$ cat src/rtl/morse_compose.sv
// Morse keyer receiver: synchronise + debounce key, time presses/gaps, pack up to 5 symbols per letter.
// Press-to-key_led latency 2+DEB_CYC; letter published one cycle after the closing gap; ack clears ready.
module morse_compose #(
    parameter int DEB_CYC  = 1000,
    parameter int LONG_MIN = 6000000,
    parameter int GAP_MIN  = 12000000,
    parameter int CNT_W    = 24
) (
    input  logic       clk,
    input  logic       reset,
    input  logic       key_n,
    input  logic       ack,
    output logic [9:0] code,
    output logic       ready,
    output logic       overrun,
    output logic       err,
    output logic       key_led
);

    localparam int DW = $clog2(DEB_CYC + 1);

    typedef enum logic [1:0] {IDLE, PRESS, GAP, EMIT} state_t;

    logic             sync1, sync2;
    logic [DW-1:0]    deb_cnt;
    state_t           state, next_state;
    logic [CNT_W-1:0] dur;
    logic [9:0]       sreg;
    logic [2:0]       nsym;
    logic             pend_err;
    logic             dur_clr, sym_done, do_emit;
    logic [1:0]       sym;
    logic [9:0]       slot_val;

    // Synchroniser idles at the released level so reset never looks like a press.
    always_ff @(posedge clk or negedge reset) begin
        if (!reset) begin
            sync1   <= 1'b1;
            sync2   <= 1'b1;
            deb_cnt <= '0;
            key_led <= 1'b0;
        end else begin
            sync1 <= key_n;
            sync2 <= sync1;
            if (~sync2 == key_led) begin
                deb_cnt <= '0;
            end else if (deb_cnt == DW'(DEB_CYC - 1)) begin
                key_led <= ~sync2;
                deb_cnt <= '0;
            end else begin
                deb_cnt <= deb_cnt + 1'b1;
            end
        end
    end

    always_ff @(posedge clk or negedge reset) begin
        if (!reset) state <= IDLE;
        else        state <= next_state;
    end

    always_comb begin
        next_state = state;
        case (state)
            IDLE:    if (key_led) next_state = PRESS;
            PRESS:   if (!key_led) next_state = GAP;
            GAP: begin
                if (key_led)                          next_state = PRESS;
                else if (dur == CNT_W'(GAP_MIN))      next_state = EMIT;
            end
            EMIT:    next_state = IDLE;
            default: next_state = IDLE;
        endcase
    end

    always_comb begin
        sym_done = (state == PRESS) && !key_led;
        do_emit  = (state == EMIT);
        dur_clr  = (state == IDLE) || (next_state != state);
    end

    assign sym      = (dur >= CNT_W'(LONG_MIN)) ? 2'b10 : 2'b01;
    assign slot_val = {sym, 8'b0} >> {nsym, 1'b0};

    always_ff @(posedge clk or negedge reset) begin
        if (!reset) begin
            dur      <= '0;
            sreg     <= '0;
            nsym     <= '0;
            pend_err <= 1'b0;
            code     <= '0;
            err      <= 1'b0;
            ready    <= 1'b0;
            overrun  <= 1'b0;
        end else begin
            if (dur_clr)         dur <= '0;
            else if (dur != '1)  dur <= dur + 1'b1;

            if (sym_done) begin
                if (nsym < 3'd5) begin
                    sreg <= sreg | slot_val;
                    nsym <= nsym + 3'd1;
                end else begin
                    pend_err <= 1'b1;
                end
            end

            // A same-cycle ack means the previous letter was read, so it is not an overrun.
            if (do_emit) begin
                code     <= sreg;
                err      <= pend_err;
                overrun  <= ready & ~ack;
                ready    <= 1'b1;
                sreg     <= '0;
                nsym     <= '0;
                pend_err <= 1'b0;
            end else if (ack && ready) begin
                ready   <= 1'b0;
                overrun <= 1'b0;
            end
        end
    end

endmodule

$ cat config.mk
export PLATFORM = sky130hd
export DESIGN_NAME = morse_compose
export DESIGN_NICKNAME = d
export VERILOG_FILES = /design/src/rtl/morse_compose.sv
export SDC_FILE = /design/constraint.sdc
export NUM_CORES = 1
export LEC_CHECK = 0
export BUFFER_PORTS_ARGS = -buffer_cell sky130_fd_sc_hd__buf_2
export CAP_MARGIN = 30
export CORE_MARGIN = 2
export CORE_UTILIZATION = 45
export CTS_CLUSTER_DIAMETER = 100
export DETAILED_ROUTE_END_ITERATION = 7
export GPL_ROUTABILITY_DRIVEN = 0
export GPL_TIMING_DRIVEN = 0
export PLACE_DENSITY = 0.67
export SLEW_MARGIN = 5
export SYNTH_ARGS = -nofsm -noshare
export SYNTH_HDL_FRONTEND = slang
export SYNTH_SLANG_ARGS = --single-unit
$ cat constraint.sdc
create_clock -name clk -period 2.1 [get_ports clk]
set_clock_uncertainty 0.1 [all_clocks]
set_input_delay 0.42 -clock clk [delete_from_list [all_inputs] [get_ports clk]]
set_output_delay 0.42 -clock clk [all_outputs]
set_load 0.1 [all_outputs]
Yosys cells after proc, flatten, opt, wreduce, memory -nomap -nowiden
Index checks and enable logic that the tools add are counted.
{"block": "op_classes", "addsub": 3, "order_cmp": 2, "eq_ne": 9, "shifts": 1, "n_mux": 22, "bitwise": 5, "n_reduce_logical": 12}
{"op": "10-bit two-way mux", "count": 5}
{"op": "24-bit two-way mux", "count": 2}
{"op": "24-bit by 1-bit adder with 24-bit output, second input constant", "count": 1}
{"op": "24-bit equality test, second input constant", "count": 1}
{"op": "24-bit by 23-bit >= comparator with 1-bit output, second input constant", "count": 1}
{"op": "24-bit != test, second input constant", "count": 1}
{"op": "10-bit by 1-bit adder with 10-bit output, second input constant", "count": 1}
{"op": "10-bit equality test, second input constant", "count": 1}
{"op": "2-bit two-way mux", "count": 5}
{"op": "10-bit OR", "count": 1}
{"op": "10-bit by 4-bit >> shifter with 10-bit output", "count": 1}
{"op": "3-bit two-way mux", "count": 3}
{"op": "2-bit case mux with 4 select lines", "count": 1}
{"op": "2-bit nonzero test", "count": 4}
{"op": "1-bit two-way mux", "count": 6}
{"op": "2-bit AND reduction", "count": 3}
{"op": "2-bit equality test, second input constant", "count": 2}
{"op": "3-bit by 1-bit adder with 3-bit output, second input constant", "count": 1}
{"op": "3-bit less-than comparator, second input constant", "count": 1}
{"op": "1-bit inverter", "count": 3}
{"op": "2-bit by 1-bit equality test with 1-bit output, second input constant", "count": 1}
{"op": "1-bit logical AND", "count": 2}
{"op": "2-bit zero test", "count": 1}
{"op": "2-bit != test", "count": 1}
{"op": "other kinds (5)", "count": 5}
{"block": "totals", "ff_bits": 66, "in_bits": 4, "output_inout_bits": 14, "elab_cells": 67}

Depth between registers and ports, before layout
{"block": "depth", "depth_word": 7, "depth_mapped": 8, "depth_no_buf": 7}

Worst setup path after synthesis
OpenSTA, ideal clock, no wires.
{"block": "synth_timing", "kind": "register -> register", "from": "register key_led", "to": "register sreg[2]", "setup_time_ns": 0.065, "arrival_ns": 1.970, "required_time_ns": 1.935, "slack_ns": -0.035, "path_stages_with_launch": 6, "path_buffers": 0, "synth_period_minus_slack_ns": 2.135, "cell_sequence": "dfrtp_1 nor2b_1 nor3b_1 nand2_1 nor3_1 o21a_1"}
{"block": "synth_between", "elab_chain_cells": 4}
{"item": "start, declared", "line_no": "17", "rtl": "output logic key_led"}
{"item": "start signal, assigned", "line_no": "48", "rtl": "key_led <= ~sync2;"}
{"item": "1-bit zero test", "line_no": "76", "rtl": "sym_done = (state == PRESS) && !key_led;"}
{"item": "1-bit logical AND", "line_no": "76"}
{"item": "2-bit nonzero test (no source line)"}
{"item": "2-bit AND reduction (no source line)"}
{"item": "end signal, assigned", "line_no": "100", "rtl": "sreg <= sreg | slot_val;"}
{"item": "end, declared", "line_no": "28", "rtl": "logic [9:0] sreg;"}
Every way passes these cells.
A chain may end at the register's enable or synchronous reset.

Final worst setup path
{"block": "layout_timing", "from": "register dur[4]", "to": "register dur[11]"}
{"block": "layout_between", "elab_chain_cells": 7, "elab_cells_between_ends": 11, "classes_between": "add/sub: 1; eq/ne: 3; mux: 5; reduce/logical: 2"}
{"item": "start, declared", "line_no": "27", "rtl": "logic [CNT_W-1:0] dur;"}
{"item": "start signal, assigned", "line_no": "96", "rtl": "else if (dur != '1) dur <= dur + 1'b1;"}
{"item": "24-bit equality test", "line_no": "68", "rtl": "else if (dur == CNT_W'(GAP_MIN)) next_state = EMIT;"}
{"item": "2-bit two-way mux", "line_no": "68"}
{"item": "2-bit two-way mux", "line_no": "67", "rtl": "if (key_led) next_state = PRESS;"}
{"item": "2-bit case mux with 4 select lines", "line_no": "63", "rtl": "case (state)"}
{"item": "2-bit != test", "line_no": "78", "rtl": "dur_clr = (state == IDLE) || (next_state != state);"}
{"item": "1-bit logical OR", "line_no": "78"}
{"item": "24-bit two-way mux / 2-bit nonzero test (equally long branches)"}
Parallel ways exist; a longest one is shown, timed or not. The select of a mux whose other input is x is not followed.

==> reports/summary.txt <==
======================================================================================
Fin crit share                                                                   96.2%
Count of final max-slew check failures                                               0
Length of the first detailed-routing pass in iterations                              4
Power density cells                                                         667 nW/µm²
Worst setup slack after layout                                               0.0791 ns
Initial antenna violation count                                                      0
Summed instance area of the synthesized netlist                               3220 µm²
Number of nets in the layout                                                       383
Flop pwr share                                                                   50.8%
VDD IR max                                                                  0.000375 V
Sum Neg Setup Slack                                                               0 ns
Non-Filler Cell Area, Final                                                   3800 µm²
Area Overhead vs Synth                                                           18.0%
Total instance count after detailed placement                                      450
Cell type with the highest aggregate area in the netlist                  sky130_fd_sc_hd__dfrtp_1
Die width                                                                      88.6 µm
Number of diodes added for antenna fixing                                            0
Maximum number of pins on one net before global-route repair                        67
Fraction of synthesized cell area taken by the top area cell type                49.8%
Final hold slack                                                             0.0572 ns
Dominant cell by count in the synthesized netlist                         sky130_fd_sc_hd__dfrtp_1
Wire length of the first global-routing pass                                   11.2 mm
Clk buf depth                                                                        2
Maxcap violations                                                                    0
Utilization after layout                                                         55.3%
Post-route antenna net violation count                                               0
Number of enable flip-flop cells after synthesis                                     0
Most used flip-flop cell after synthesis                                  sky130_fd_sc_hd__dfrtp_1
Post-layout power                                                              2.53 mW
CP endpoint kind                                                                  flop
Combinational group share of total power                                          2.1%
Clock tree from TritonCTS                                                        built
Switch share                                                                     21.5%
Max transition margin                                                            46.6%
Total count of hold-check failures in the final report                               0
Insertion delay to the later sink of the worst-skew pair                       0.35 ns
Internal power                                                                 1.99 mW
Number of standard-cell rows in the floorplan                                       30
Async set-or-reset flop fraction in the synthesized netlist                       100%
Number of different library cells in the post-synthesis netlist                     41
Initial core utilization                                                         46.8%
Portion of the post-synthesis area used by sequential elements                   51.4%
IO Pins                                                                             18
Mapped Avg Cell Area                                                          9.55 µm²
Number of synthesized register bits                                                 66
Number of clock sinks                                                               66
Critical Path Start Type                                                          flop
FMAX                                                                           495 MHz
Switching power                                                               0.543 mW
Root buffer cell                                                          sky130_fd_sc_hd__clkbuf_8
Commonest cells post-synth                                                sky130_fd_sc_hd__dfrtp_1, sky130_fd_sc_hd__nand2_1, sky130_fd_sc_hd__nor2_1, sky130_fd_sc_hd__nand3_1, sky130_fd_sc_hd__xnor2_1
Minimum clock period                                                           2.02 ns
Result of the run                                                         complete, no violations
Fraction of layout instances using a drive strength above 1                      17.1%
Startpoint-to-endpoint class of the critical path                           reg -> reg
Total number of vias                                                             2,474
Overall fraction of global-route tracks in use                                   18.5%
DIE AREA                                                                      7840 µm²
Max H-tree Level                                                                     3
Transition at the pin with the smallest max-transition slack                  0.800 ns
Cells after Synth                                                                  337
Worst slack, placed                                                         -0.0898 ns
GR Overflow Total                                                                    0
Dpl cell area                                                                 3430 µm²
Number of clock buffers inserted by TritonCTS                                        9
Remaining design rule violation count                                                0
Via-to-Cell Ratio                                                                 5.20
Final setup violating endpoints                                                      0
Data arrival time of the worst path                                            2.15 ns
Core ar.                                                                      6870 µm²
Yosys warning count                                                                  0
Final non-filler cell total                                                        476
Slowest cell delay on critical path                                            0.55 ns
Crit path cell chain                                                      or4_4 -> nor4_4 -> a31oi_2 -> a22oi_4 -> buf_12 -> buf_6 -> nor2_1
CP Max Fanout                                                                        7
Static Leakage                                                                 1.77 nW
Clock slew at the register clock pins of the worst setup and hold paths        0.08 ns
Routed wirelength normalized by instance count                                 13.4 µm
Critical Path RT                                                               2.23 ns
Die boundary height                                                            88.6 µm
Iteration-0 DRC Markers                                                            139
Clock share of power                                                             47.1%
Count of buffers inserted at the top-level ports                                    17
Number of global-route vias before repair                                        2,418
Routed wire length                                                             6.37 mm
Slowest cell on the critical path                                         sky130_fd_sc_hd__or4_4
Detailed-placement wirelength estimate                                         4.02 mm
Dominant cells by area after synthesis                                    sky130_fd_sc_hd__dfrtp_1, sky130_fd_sc_hd__nand2_1, sky130_fd_sc_hd__nor2_1
Path type of the worst min-delay path                                      in -> async
Post-synth net total                                                               345
======================================================================================
what timing repair did:
action	4_1_cts	5_1_grt
endpoints found under the setup margin	24	28
resized for setup	10	6
buffers inserted	5	3
pin swaps	2	2
gates cloned	2	0
hold buffers	0	0
cell usage in the layout (no fill, tap or decap), drive strengths merged, types with 3 or more instances in the layout:
cell type / instances
and3: 6
a21oi: 11
clkbuf: 19
a31oi: 4
nand3: 19
nand4: 14
xor2: 14
a41oi: 3
xnor2: 18
inv: 7
nor2: 47
nor2b: 5
nand2: 51
o21ai: 4
nand2b: 3
ha: 4
dfrtp: 64
nor3: 7
o21a: 5
a211oi: 4
and2: 3
clkinv: 3
and4: 4
buf: 35
nor4: 5
power groups by stage:
| stage | clock network [mW] | logic [mW] | registers [mW] |
|---|---|---|---|
| after floorplan | 0 | 0.0113 | 1.32 |
| after global placement | 0 | 0.0545 | 1.31 |
| after detailed placement | 0 | 0.0561 | 1.31 |
| after CTS | 1.22 | 0.0558 | 1.29 |
| after global routing | 1.27 | 0.0614 | 1.29 |
| final | 1.19 | 0.0527 | 1.29 |
routing by layer:
metal  wire length, µm  up-vias  share of wire [%]  global-route usage [%]
li1                  -     1242                  -                       -
met5                 0        -                  0                       0
met3               231        6                3.6                    6.25
met2              3070       44                 48                    29.5
met1              2990     1182                 47                    23.7
met4                69        0                1.1                    6.34
final cells by class:
class	instances	area (µm²)
buffer	16	83.8
clock buffer	11	141
clock inverter	5	78.8
fill	604	3070
inverter	7	26.3
multi-input combinational	248	1510
sequential	66	1660
tap	96	120
timing repair buffer	27	183
worst max-delay path: cells and delay by family (launching register included):
family / cells / cell delay, ns
simple gates: 3 / 0.77
flops: 1 / 0.39
compound gates: 2 / 0.38
buf+inv: 2 / 0.27
sequential cells by signal, summed over array words and instances, names as in the netlist:
| signal | count |
|---|---|
| dur | 24 |
| code | 10 |
| deb_cnt | 10 |
| sreg | 10 |
| nsym | 3 |
| state | 2 |
| err | 1 |
| key_led | 1 |
| overrun | 1 |
| pend_err | 1 |
| ready | 1 |
| sync1 | 1 |
| sync2 | 1 |
cell families (layout without fill, tap and decap cells):
| logic type | after synthesis | count (layout) | synth area share (%) |
|---|---|---|---|
| xor+xnor | 32 | 32 | 8.71 |
| mux | 2 | 2 | 0.622 |
| simple gates | 171 | 171 | 25.9 |
| compound gates | 39 | 39 | 8.44 |
| flops | 66 | 66 | 51.4 |
| buf+inv | 23 | 66 | 3.34 |
| fa+ha+maj | 4 | 4 | 1.56 |
path summary, 6_finish.rpt:
check	slack [ns]	depth (start not counted)	end	from
min	0.06	1	deb_cnt[5]$_DFF_PN0_	reset
max reg2reg	0.08	7	dur[11]$_DFFE_PN0P_	dur[4]$_DFFE_PN0P_
min in group clk	0.07	1	sync1$_DFF_PN1_	key_n
max in group asynchronous	1.27	1	dur[7]$_DFFE_PN0P_	reset
min reg2reg	0.26	0	sync2$_DFF_PN1_	sync1$_DFF_PN1_
max	0.08	7	dur[11]$_DFFE_PN0P_	dur[4]$_DFFE_PN0P_
Note: power is estimated with default switching activity, not from simulation.
